--- src/rtl/ah_pkt_pkg.sv ---
// Shared helpers for the ah packet converters: width arithmetic and lane derivation.
package ah_pkt_pkg;

  function automatic int clog2(input int value);
    int r;
    for (r = 0; (1 << r) < value; r++) begin
    end
    return r;
  endfunction

  function automatic int ceil_div(input int num, input int den);
    return (num + den - 1) / den;
  endfunction

  // Index width that never collapses to zero bits, even for a single entry.
  function automatic int idx_width(input int entries);
    return (entries > 1) ? clog2(entries) : 1;
  endfunction

  function automatic int nlanes(input int in_w, input int out_w);
    return ceil_div(in_w, out_w);
  endfunction

  function automatic int credit_width(input int credit_max);
    return clog2(credit_max + 1);
  endfunction

endpackage

--- src/rtl/ah_fifo_sync.sv ---
// Small synchronous FIFO with full/empty flags; push is accepted at full when a pop
// happens in the same cycle, so occupancy stays unchanged.
module ah_fifo_sync
  import ah_pkt_pkg::*;
#(
  parameter int WIDTH = 32,
  parameter int DEPTH = 2
) (
  input  logic             clk,
  input  logic             rstn,
  input  logic             push_i,
  input  logic             pop_i,
  input  logic [WIDTH-1:0] wdata_i,
  output logic [WIDTH-1:0] rdata_o,
  output logic             full_o,
  output logic             empty_o
);

  localparam int AW = idx_width(DEPTH);
  localparam int CW = clog2(DEPTH + 1);

  logic [WIDTH-1:0] mem_q [DEPTH];
  logic [AW-1:0]    wr_ptr_q, wr_ptr_d;
  logic [AW-1:0]    rd_ptr_q, rd_ptr_d;
  logic [CW-1:0]    count_q, count_d;
  logic             do_push_s;
  logic             do_pop_s;

  function automatic logic [AW-1:0] ptr_inc(input logic [AW-1:0] ptr);
    return (ptr == AW'(DEPTH - 1)) ? '0 : ptr + AW'(1);
  endfunction

  assign full_o    = (count_q == CW'(DEPTH));
  assign empty_o   = (count_q == '0);
  assign do_pop_s  = pop_i && !empty_o;
  assign do_push_s = push_i && (!full_o || do_pop_s);
  assign rdata_o   = mem_q[rd_ptr_q];

  always_comb begin
    wr_ptr_d = do_push_s ? ptr_inc(wr_ptr_q) : wr_ptr_q;
    rd_ptr_d = do_pop_s ? ptr_inc(rd_ptr_q) : rd_ptr_q;
    case ({do_push_s, do_pop_s})
      2'b10:   count_d = count_q + CW'(1);
      2'b01:   count_d = count_q - CW'(1);
      default: count_d = count_q;
    endcase
  end

  always_ff @(posedge clk or negedge rstn) begin
    if (!rstn) begin
      for (int i = 0; i < DEPTH; i++) mem_q[i] <= '0;
      wr_ptr_q <= '0;
      rd_ptr_q <= '0;
      count_q  <= '0;
    end else begin
      if (do_push_s) mem_q[wr_ptr_q] <= wdata_i;
      wr_ptr_q <= wr_ptr_d;
      rd_ptr_q <= rd_ptr_d;
      count_q  <= count_d;
    end
  end

endmodule

--- src/rtl/ah_packet_converter_w2n.sv ---
// Wide-to-narrow converter: buffers IN_W words and emits them as NLANES OUT_W-bit beats,
// least-significant lane first, under credit flow control on both sides.
module ah_packet_converter_w2n
  import ah_pkt_pkg::*;
#(
  parameter int IN_W         = 32,
  parameter int OUT_W        = 20,
  parameter int DEPTH        = 2,
  parameter int RCREDIT_INIT = 4,
  parameter int CREDIT_MAX   = 15
) (
  input  logic             clk,
  input  logic             rstn,
  input  logic [IN_W-1:0]  wdata,
  input  logic             wvalid,
  output logic             wcredit,
  output logic [OUT_W-1:0] rdata,
  output logic             rvalid,
  input  logic             rcredit,
  output logic             err_ovf,
  output logic             err_cred
);

  localparam int NLANES = nlanes(IN_W, OUT_W);
  localparam int LW     = idx_width(NLANES);
  localparam int CRW    = credit_width(CREDIT_MAX);
  localparam int PAD_W  = NLANES * OUT_W;

  logic [IN_W-1:0]  head_s;
  logic [PAD_W-1:0] head_pad_s;
  logic [OUT_W-1:0] lane_data_s;
  logic             full_s, empty_s;
  logic             issue_s, last_lane_s, pop_s, ovf_s, sat_s;

  logic [LW-1:0]    lane_q, lane_d;
  logic [CRW-1:0]   credit_q, credit_d;
  logic [OUT_W-1:0] rdata_q, rdata_d;
  logic             rvalid_q, rvalid_d;
  logic             wcredit_q, wcredit_d;
  logic             err_ovf_q, err_ovf_d;
  logic             err_cred_q, err_cred_d;

  ah_fifo_sync #(
    .WIDTH (IN_W),
    .DEPTH (DEPTH)
  ) u_fifo (
    .clk     (clk),
    .rstn    (rstn),
    .push_i  (wvalid),
    .pop_i   (pop_s),
    .wdata_i (wdata),
    .rdata_o (head_s),
    .full_o  (full_s),
    .empty_o (empty_s)
  );

  // Zero-extend the head so the top lane reads zeros above IN_W-1.
  assign head_pad_s  = PAD_W'(head_s);
  assign lane_data_s = head_pad_s[lane_q*OUT_W +: OUT_W];
  assign issue_s     = !empty_s && (credit_q != '0);
  assign last_lane_s = (lane_q == LW'(NLANES - 1));
  assign pop_s       = issue_s && last_lane_s;
  assign ovf_s       = wvalid && full_s && !pop_s;

  always_comb begin
    lane_d   = lane_q;
    credit_d = credit_q;
    sat_s    = 1'b0;
    if (issue_s) begin
      lane_d = last_lane_s ? '0 : lane_q + LW'(1);
    end else begin
      lane_d = lane_q;
    end
    // A returned credit and a spent credit in the same cycle cancel out.
    if (rcredit && issue_s) begin
      credit_d = credit_q;
    end else if (rcredit) begin
      if (credit_q == CRW'(CREDIT_MAX)) begin
        sat_s = 1'b1;
      end else begin
        credit_d = credit_q + CRW'(1);
      end
    end else if (issue_s) begin
      credit_d = credit_q - CRW'(1);
    end else begin
      credit_d = credit_q;
    end
    rdata_d    = issue_s ? lane_data_s : rdata_q;
    rvalid_d   = issue_s;
    wcredit_d  = pop_s;
    err_ovf_d  = err_ovf_q | ovf_s;
    err_cred_d = err_cred_q | sat_s;
  end

  always_ff @(posedge clk or negedge rstn) begin
    if (!rstn) begin
      lane_q     <= '0;
      credit_q   <= CRW'(RCREDIT_INIT);
      rdata_q    <= '0;
      rvalid_q   <= 1'b0;
      wcredit_q  <= 1'b0;
      err_ovf_q  <= 1'b0;
      err_cred_q <= 1'b0;
    end else begin
      lane_q     <= lane_d;
      credit_q   <= credit_d;
      rdata_q    <= rdata_d;
      rvalid_q   <= rvalid_d;
      wcredit_q  <= wcredit_d;
      err_ovf_q  <= err_ovf_d;
      err_cred_q <= err_cred_d;
    end
  end

  assign rdata    = rdata_q;
  assign rvalid   = rvalid_q;
  assign wcredit  = wcredit_q;
  assign err_ovf  = err_ovf_q;
  assign err_cred = err_cred_q;

endmodule

--- config.mk ---
export PLATFORM = sky130hd
export DESIGN_NAME = ah_packet_converter_w2n
export DESIGN_NICKNAME = d
export VERILOG_FILES = /design/src/rtl/ah_pkt_pkg.sv /design/src/rtl/ah_fifo_sync.sv /design/src/rtl/ah_packet_converter_w2n.sv
export SDC_FILE = /design/constraint.sdc
export NUM_CORES = 1
export LEC_CHECK = 0
export ABC_AREA = 1
export CORE_ASPECT_RATIO = 0.9
export CORE_MARGIN = 1.5
export CORE_UTILIZATION = 45
export DETAILED_ROUTE_END_ITERATION = 8
export PLACE_DENSITY = 0.71
export SETUP_SLACK_MARGIN = 0.1
export SLEW_MARGIN = 0
export SYNTH_ARGS = -nofsm -noshare
export SYNTH_HDL_FRONTEND = slang
export SYNTH_SLANG_ARGS = --single-unit
--- constraint.sdc ---
create_clock -name clk -period 4.29 [get_ports clk]
set_input_delay 0.858 -clock clk [delete_from_list [all_inputs] [get_ports clk]]
set_output_delay 0.858 -clock clk [all_outputs]
set_load 0.02 [all_outputs]
==> key figures <==
Run status
  – Status: finished, final reports clean

Critical path
  – Worst path cell trace: nor2_1 -> nand2_2 -> nand3_4 -> nand2_4 -> nand3_2 -> nand2_1 -> nand2_1
  – Slowest CP cell: nand3_2
  – Setup crit start kind: register
  – Most frequent CP cell: nand2_1
  – Required time of the critical path: 4540 ps
  – WP data arrival: 3000 ps
  – Critical path capture point type: register
  – Crit path kind: reg -> reg
  – Worst path max stage delay: 820 ps
  – CP max FO: 67

Cells and area
  – Layout fillers: 925
  – Inserted Diodes: 0
  – Final core utilization: 0.544
  – Layout area overhead: 17.2%
  – Multi-input logic area: 0.00183 mm²
  – Non-Filler Instances: 694
  – Layout cells sized above 1: 0.0581
  – Final Net Count: 603
  – Seq. cell area: 0.00243 mm²

Placement
  – DP Wirelength: 6580 µm
  – IO Port Bufs: 59
  – GPL Wtd Cong: 0.696
  – Dpl cells: 678
  – DP Worst Slack: 1570 ps

Clock tree
  – H-Tree Level Count: 3
  – Post-CTS setup buffer count: 0
  – Clk buf depth: 2
  – Worst-path clk slew: 100 ps
  – Post-CTS sizing: 0
  – CTS tree: built
  – Num CTS Buffers: 9
  – Clock Tree Root: clkbuf_8
  – Total clock sinks: 97
  – Worst-Skew Late Latency: 370 ps
  – Hold_buf cts: 0

GRT
  – First-pass GRT wire length: 17600 µm
  – Initial antenna violation count: 0
  – Tot GR Track Use: 0.213
  – Largest net degree at the start of global routing: 86
  – Overflow after GRT: 0
  – Vias in the first global route: 3552

STA
  – Setup TNS: 0 ps
  – Slew headroom: 0.302
  – Fmax: 363 MHz
  – Pins over their slew limit: 0
  – Fin crit period: 2760 ps
  – Period utilization: 0.643
  – Slew of the pin with the lowest slew margin: 1050 ps
  – RSZ-0062 raised after global routing: false
  – Final setup fails: 0
  – Final Worst Setup Slack: 1530 ps
  – Fin. Hold Viols: 0
  – Final Skew: 12.5 ps

Detailed routing
  – Drc violations: 0
  – Final wirelength: 10800 µm
  – DR WL/cell: 15.5 µm
  – Detail Route Antenna Nets: 0
  – Vias/cell: 5.35
  – 1st-iter DRT viols: 247
  – TritonRoute pass-1 iters: 7
  – Via count: 3712

Worst hold path
  – Worst hold path type: reg -> reg

Yosys
  – Yosys top cell by area: dfrtp_1
  – Post-Syn Area per Cell: 8.60 µm²
  – Synth top area share: 0.533
  – Register bit total from synthesis: 97
  – Most common cell in the netlist: nand2_1
  – Async S/R FF share, synth: 1.00
  – Register area share after synthesis: 0.539
  – Area contributors post-synth: dfrtp_1, nand2_1, nand4_1
  – Top_reg_cell synth: dfrtp_1
  – Mapped Area: 0.00451 mm²
  – Warning count from the yosys run: 0
  – Syn_nets: 564
  – Cells after Synth: 524
  – Number of synthesized flops with an enable pin: 0
  – Most frequent cells after synthesis: nand2_1, dfrtp_1, nand4_1
  – Synth cell types: 31

Floorplanning
  – Die area: 0.0106 mm²
  – Initial Util: 0.465
  – I/O pins: 60
  – Core area: 0.00970 mm²
  – Row Count: 34
  – Die Ht: 97.9 µm
  – Die X: 108 µm

Pwr
  – Leakage power: 2.63 nW
  – Maximum vdd drop: 0.340 mV
  – PD cells: 764 mW/mm²
  – Total power: 4.04 mW

Run
  – MaxCap Viol Count: 0
[area by class of cell]
class,instances,area share
clock buffers,9,0.0235
clock inverters,7,0.0149
inverters,10,0.00711
multi-input cells,381,0.347
flip-flops and latches,97,0.460
well taps,126,0.0299
repair buffers,64,0.118
[per-stage QoR]
| stage | hold WS, ps | cell area, µm² |
|---|---|---|
| 2_1_floorplan | 436 | 4510 |
| 3_3_place_gp | 449 | 5080 |
| 3_5_place_dp | 453 | 5080 |
| 4_1_cts | 479 | 5280 |
| 5_1_grt | 497 | 5280 |
| 6_report | 475 | 5280 |
[cells in the final DEF, fill, tap and decap left out, types with 2 or more instances in the layout]
master	count
nand2_1	249
xor2_1	2
clkdlybuf4s50_1	57
o21ai_1	6
buf_4	6
o211ai_1	5
mux2i_1	8
clkinvlp_4	3
xnor2_1	3
a21oi_1	2
nand3_1	15
nand2_2	2
inv_6	2
clkbuf_8	9
o21ai_0	4
ha_1	3
a21boi_0	5
nand3_2	2
nor2_1	4
dfrtp_1	96
nand4_1	64
inv_1	8
[path summary, 6_finish.rpt]
check                            startpoint                to  slack (ps)  depth (start not counted)
hold / removal             u_fifo.mem_q[62]  u_fifo.mem_q[62]         480                          2
hold reg to reg            u_fifo.mem_q[62]  u_fifo.mem_q[62]         480                          2
setup / recovery                credit_q[2]  u_fifo.mem_q[17]        1530                          7
setup reg to reg                credit_q[2]  u_fifo.mem_q[17]        1530                          7
max in group asynchronous              rstn  u_fifo.mem_q[61]        2830                          2
min in group asynchronous              rstn       credit_q[0]         650                          1
[metal layers]
metal	vias to the layer above	wire (µm)	global-route usage	share of wire
met5	-	0	0	0
met4	0	154	0.0688	0.014
met3	11	667	0.0461	0.062
met2	114	5070	0.331	0.47
met1	1778	4870	0.298	0.45
li1	1809	-	-	-
[cells by family (layout without fill, tap and decap cells)]
logic type	after synthesis	in the layout	synth area share
simple gates	340	340	0.333
mux	8	8	0.0178
flops	97	97	0.539
compound gates	24	24	0.0336
xor+xnor	5	5	0.00972
buf+inv	46	90	0.0544
fa+ha+maj	4	4	0.0128
[report_power, final]
group	internal, mW	leakage, nW	switching (mW)
Sequential	1.34	1.21	0.251
Combinational	0.646	1.33	1.19
Clock	0.274	0.0925	0.332
[worst max-delay path: cells and delay by family, from the launching register on]
| kind | cells | cell delay (ps) |
|---|---|---|
| DFF | 1 | 570 |
| and+or+nand+nor | 7 | 2060 |
[sequential cells by signal, summed over array words and instances, names as in the netlist]
register / cells
u_fifo.mem_q: 64
rdata: 20
credit_q: 4
u_fifo.count_q: 2
err_cred: 1
err_ovf: 1
lane_q: 1
rvalid: 1
u_fifo.rd_ptr_q: 1
u_fifo.wr_ptr_q: 1
wcredit: 1
(Power assumes the default switching activity.)
